--- config.mk ---
export PLATFORM = sky130hd
export DESIGN_NAME = pipe_reg_bank
export DESIGN_NICKNAME = d
export VERILOG_FILES = /design/src/rtl/pipe_reg_bank.sv
export SDC_FILE = /design/constraint.sdc
export NUM_CORES = 1
export LEC_CHECK = 0
export BUFFER_PORTS_ARGS = -buffer_cell sky130_fd_sc_hd__buf_2
export CAP_MARGIN = 0
export CORE_ASPECT_RATIO = 1.5
export CORE_MARGIN = 2
export CORE_UTILIZATION = 40
export CTS_CLUSTER_DIAMETER = 60
export DETAILED_ROUTE_END_ITERATION = 6
export GPL_ROUTABILITY_DRIVEN = 0
export PLACE_DENSITY_LB_ADDON = 0.12
export SETUP_SLACK_MARGIN = 0.1
export SYNTH_ARGS = -nofsm -noshare
export SYNTH_HDL_FRONTEND = slang
export SYNTH_SLANG_ARGS = --single-unit
--- constraint.sdc ---
create_clock -name clk -period 4.3 [get_ports clk]
set_input_delay 0.645 -clock clk [delete_from_list [all_inputs] [get_ports clk]]
set_output_delay 0.645 -clock clk [all_outputs]
set_load 0.1 [all_outputs]
--- src/rtl/pipe_reg_bank.sv ---
// Multi-stage valid/ready pipeline register bank with bubble collapse,
// flush and synchronous load/redirect of the final stage.
module pipe_reg_bank #(
  parameter int               WIDTH     = 32,
  parameter int               DEPTH     = 4,
  parameter logic [WIDTH-1:0] RESET_VAL = '0
) (
  input  logic                       clk,
  input  logic                       arst,
  input  logic                       in_valid,
  output logic                       in_ready,
  input  logic [WIDTH-1:0]           in_data,
  output logic                       out_valid,
  input  logic                       out_ready,
  output logic [WIDTH-1:0]           out_data,
  input  logic                       flush,
  input  logic                       load,
  input  logic [WIDTH-1:0]           load_data,
  output logic [$clog2(DEPTH+1)-1:0] occupancy
);

  localparam int OCC_W = $clog2(DEPTH+1);

  logic [DEPTH-1:0] valid_reg;
  logic [DEPTH-1:0] valid_next;
  logic [DEPTH-1:0] up_valid;
  logic [DEPTH-1:0] rdy;
  logic [WIDTH-1:0] data_reg  [DEPTH];
  logic [WIDTH-1:0] data_next [DEPTH];
  logic [WIDTH-1:0] up_data   [DEPTH];
  logic [OCC_W-1:0] occ_reg;
  logic [OCC_W-1:0] occ_next;

  genvar gi;
  generate
    for (gi = 0; gi < DEPTH; gi++) begin : g_stage
      if (gi == 0) begin : g_head
        assign up_valid[gi] = in_valid;
        assign up_data[gi]  = in_data;
      end else begin : g_body
        assign up_valid[gi] = valid_reg[gi-1];
        assign up_data[gi]  = data_reg[gi-1];
      end

      // A stage can take a new token unless it and every stage after it is
      // full while the consumer stalls; written flat to avoid a chained loop.
      assign rdy[gi] = out_ready || !(&valid_reg[DEPTH-1:gi]);

      if (gi == DEPTH-1) begin : g_tail
        assign data_next[gi] = flush                       ? data_reg[gi] :
                               load                        ? load_data    :
                               (rdy[gi] && up_valid[gi])   ? up_data[gi]  :
                                                             data_reg[gi];
      end else begin : g_inner
        assign data_next[gi] = (flush || load)             ? data_reg[gi] :
                               (rdy[gi] && up_valid[gi])   ? up_data[gi]  :
                                                             data_reg[gi];
      end
    end
  endgenerate

  always_comb begin
    valid_next = valid_reg;
    if (flush) begin
      valid_next = '0;
    end else if (load) begin
      valid_next            = '0;
      valid_next[DEPTH-1]   = 1'b1;
    end else begin
      valid_next = (rdy & up_valid) | (~rdy & valid_reg);
    end
  end

  // Occupancy is registered from the next-state valid vector so it matches
  // the stage contents after every edge.
  always_comb begin
    occ_next = '0;
    for (int i = 0; i < DEPTH; i++) begin
      occ_next = occ_next + OCC_W'(valid_next[i]);
    end
  end

  always_ff @(posedge clk) begin
    if (arst) begin
      valid_reg <= '0;
      occ_reg   <= '0;
      for (int i = 0; i < DEPTH; i++) begin
        data_reg[i] <= RESET_VAL;
      end
    end else begin
      valid_reg <= valid_next;
      occ_reg   <= occ_next;
      data_reg  <= data_next;
    end
  end

  assign in_ready  = rdy[0];
  assign out_valid = valid_reg[DEPTH-1];
  assign out_data  = data_reg[DEPTH-1];
  assign occupancy = occ_reg;

endmodule
==> flow_metrics.env <==
export IMPL_diodes=0
export IMPL_finalCritPeriodShare=0.6444
export IMPL_htree_levels=4
export IMPL_synth_nets=743
export IMPL_mostFrequentLayoutCell="nand2_1"
export IMPL_synth_compound_area_share=0.1555
export IMPL_syn_area_per_cell_sq_um=8.144
export IMPL_synthAdderAreaFrac=0.008255
export IMPL_cts_resized=0
export IMPL_min_path_type="flop to flop"
export IMPL_criticalPathCategory="input pin to flop"
export IMPL_die_x_um=99.37
export IMPL_cts_num_sinks=135
export IMPL_overflow=0
export IMPL_cap_violations=0
export IMPL_ys_types=26
export IMPL_worst_path_max_fanout=38
export IMPL_layout_common_cells="193 x nand2_1, 135 x dfxtp_1, 130 x a21oi_1, 105 x buf_2"
export IMPL_start_kind="input pin"
export IMPL_p_total_mw=3.101
export IMPL_p_leak_nw=2.471
export IMPL_via_per_inst=4.827
export IMPL_syn_inst=670
export IMPL_seq_area_frac_synth=0.4953
export IMPL_setup_viol=0
export IMPL_numCtsBuffers=17
export IMPL_synth_simple_area_share=0.1931
export IMPL_ys_warn_count=0
export IMPL_largest_reg_flops=96
export IMPL_status="complete, no violations"
export IMPL_skew_ns=0.01133
export IMPL_die_h_um=147.0
export IMPL_clockBufferDepth=2
export IMPL_clockRootBuffer="clkbuf_16"
export IMPL_ir_drop_uv=225.7
export IMPL_areaGrowthSynthToFinish_pct=17.73
export IMPL_cp_end_kind="flop"
export IMPL_path_clk_slew_ns=0.06
export IMPL_start_util=0.4071
export IMPL_drcViolationCount=0
export IMPL_worst_slew_pin_slew_ns=1.222
export IMPL_max_slew_margin_rel=0.1838
export IMPL_dieArea_sq_um=14610
export IMPL_dp_cells=858
export IMPL_rows=52
export IMPL_postCtsHoldBufs=0
export IMPL_coreArea_sq_um=13400
export IMPL_grt_pass1_wl_um=19350
export IMPL_route_vias_total=4296
export IMPL_async_reset_ff_frac=0
export IMPL_port_buffers=106
export IMPL_power_density_nw_per_um2=482.8
export IMPL_drv_slew=0
export IMPL_grt_pass1_vias=4068
export IMPL_synth_xor_area_frac=0
export IMPL_drtIter0Drc=223
export IMPL_synth_area_mux_share=0.05870
export IMPL_clk_latency_ns=0.41
export IMPL_antenna_found_initial=0
export IMPL_fin_nets=788
export IMPL_synth_seq_cells=135
export IMPL_max_freq_ghz=0.3609
export IMPL_drive_gt1_frac=0.1992
export IMPL_cp_arrival_ns=3.02
export IMPL_drt_total_wl_um=11890
export IMPL_rsz0062_at_grt="false"
export IMPL_wire_per_inst_um=13.36
export IMPL_first_pass_iters=4
export IMPL_io_pins=107
export IMPL_period_needed_ns=2.771
export IMPL_cts_tree="built"
export IMPL_dp_hpwl_um=7981
export IMPL_final_setup_tns_ns=0
export IMPL_synth_area_sq_um=5456
export IMPL_synth_top_family_by_area="simple AND/OR/NAND/NOR gates"
export IMPL_final_hold_viol_count=0
export IMPL_ant_nets=0
export IMPL_r2r_slack_ns=1.90
export IMPL_grt_start_max_net_pins=98
export IMPL_synth_edf_count=0
export IMPL_grt_usage=0.1632
export IMPL_finalNonFillerCells=890
export IMPL_cp_data_required_time_ns=4.55
export IMPL_post_cts_buffers=0
export IMPL_ys_flop_type="dfxtp_1"
-- layout make-up --
type | instances | area (sq um)
Clock buffer | 21 | 470.5
Clock inverter | 11 | 195.2
Fill cell | 1351 | 6979
Inverter | 3 | 11.26
Multi-Input combinational cell | 448 | 2278
Sequential cell | 135 | 2703
Tap cell | 162 | 202.7
Timing Repair Buffer | 110 | 563.0
-- metal layers --
| layer | GRT usage | part of all wire |
|---|---|---|
| met1 | 0.2291 | 0.51 |
| met2 | 0.2405 | 0.44 |
| met3 | 0.04567 | 0.041 |
| met4 | 0.05753 | 0.010 |
| met5 | 0 | 0 |
-- per-stage QoR --
step	setup WS, ns	hold slack (ns)	util	cell area, sq um
after floorplan	1.460	0.4321	-	5456
after global placement	1.260	0.4437	0.4296	5758
after detailed placement	1.096	0.4457	0.4296	5758
after CTS	1.515	0.4531	0.4793	6424
after global routing	1.374	0.4593	0.4793	6424
final	1.529	0.4525	0.4793	6424
-- cell usage after synthesis (2+ instances only) --
library cell    n  area (sq um)
a21oi_1       130         650.6
and3_1          2         12.51
buf_2          11         55.05
buf_4          39         292.8
clkbuf_1       34         127.6
dfxtp_1       135          2703
ha_1            2         25.02
inv_1           3         11.26
mux2i_1        32         320.3
nand2_1       193         724.4
nand2b_1        2         12.51
nand3_1         2         10.01
nor2_1          5         18.77
nor2b_1         4         25.02
o21ai_0        33         165.2
or3_1          33         206.5
-- worst max-delay path, cell delays in order --
cell and delay [ns]:
buf_2 0.80, nor2_1 0.28, o21ai_0 0.22, fa_1 0.48, inv_1 0.08, ha_1 0.15
ha_1 0.22, nor2b_1 0.13
-- path summary, 6_finish.rpt --
check                            start  cells past startpoint                   endpoint
min          data_reg[50]$_SDFFE_PP0P_                      2  data_reg[50]$_SDFFE_PP0P_
max                               load                      8    occupancy[1]$_SDFF_PP0_
min reg2reg  data_reg[50]$_SDFFE_PP0P_                      2  data_reg[50]$_SDFFE_PP0P_
max reg2reg    valid_reg[2]$_SDFF_PP0_                      8    occupancy[1]$_SDFF_PP0_
-- kinds of logic after synthesis --
logic type,after synthesis
compound gates,167
buf+inv,87
mux,32
simple gates,246
flops,135
fa+ha+maj,3
-- power by group --
group	total [mW]	leakage, nW	switching, mW	internal (mW)
Combinational	0.219	1.06	0.158	0.0613
Sequential	1.28	1.09	0.0104	1.27
Clock	1.60	0.315	0.524	1.08
Total	3.10	2.47	0.692	2.41
Note: power is estimated with default switching activity, not from simulation.
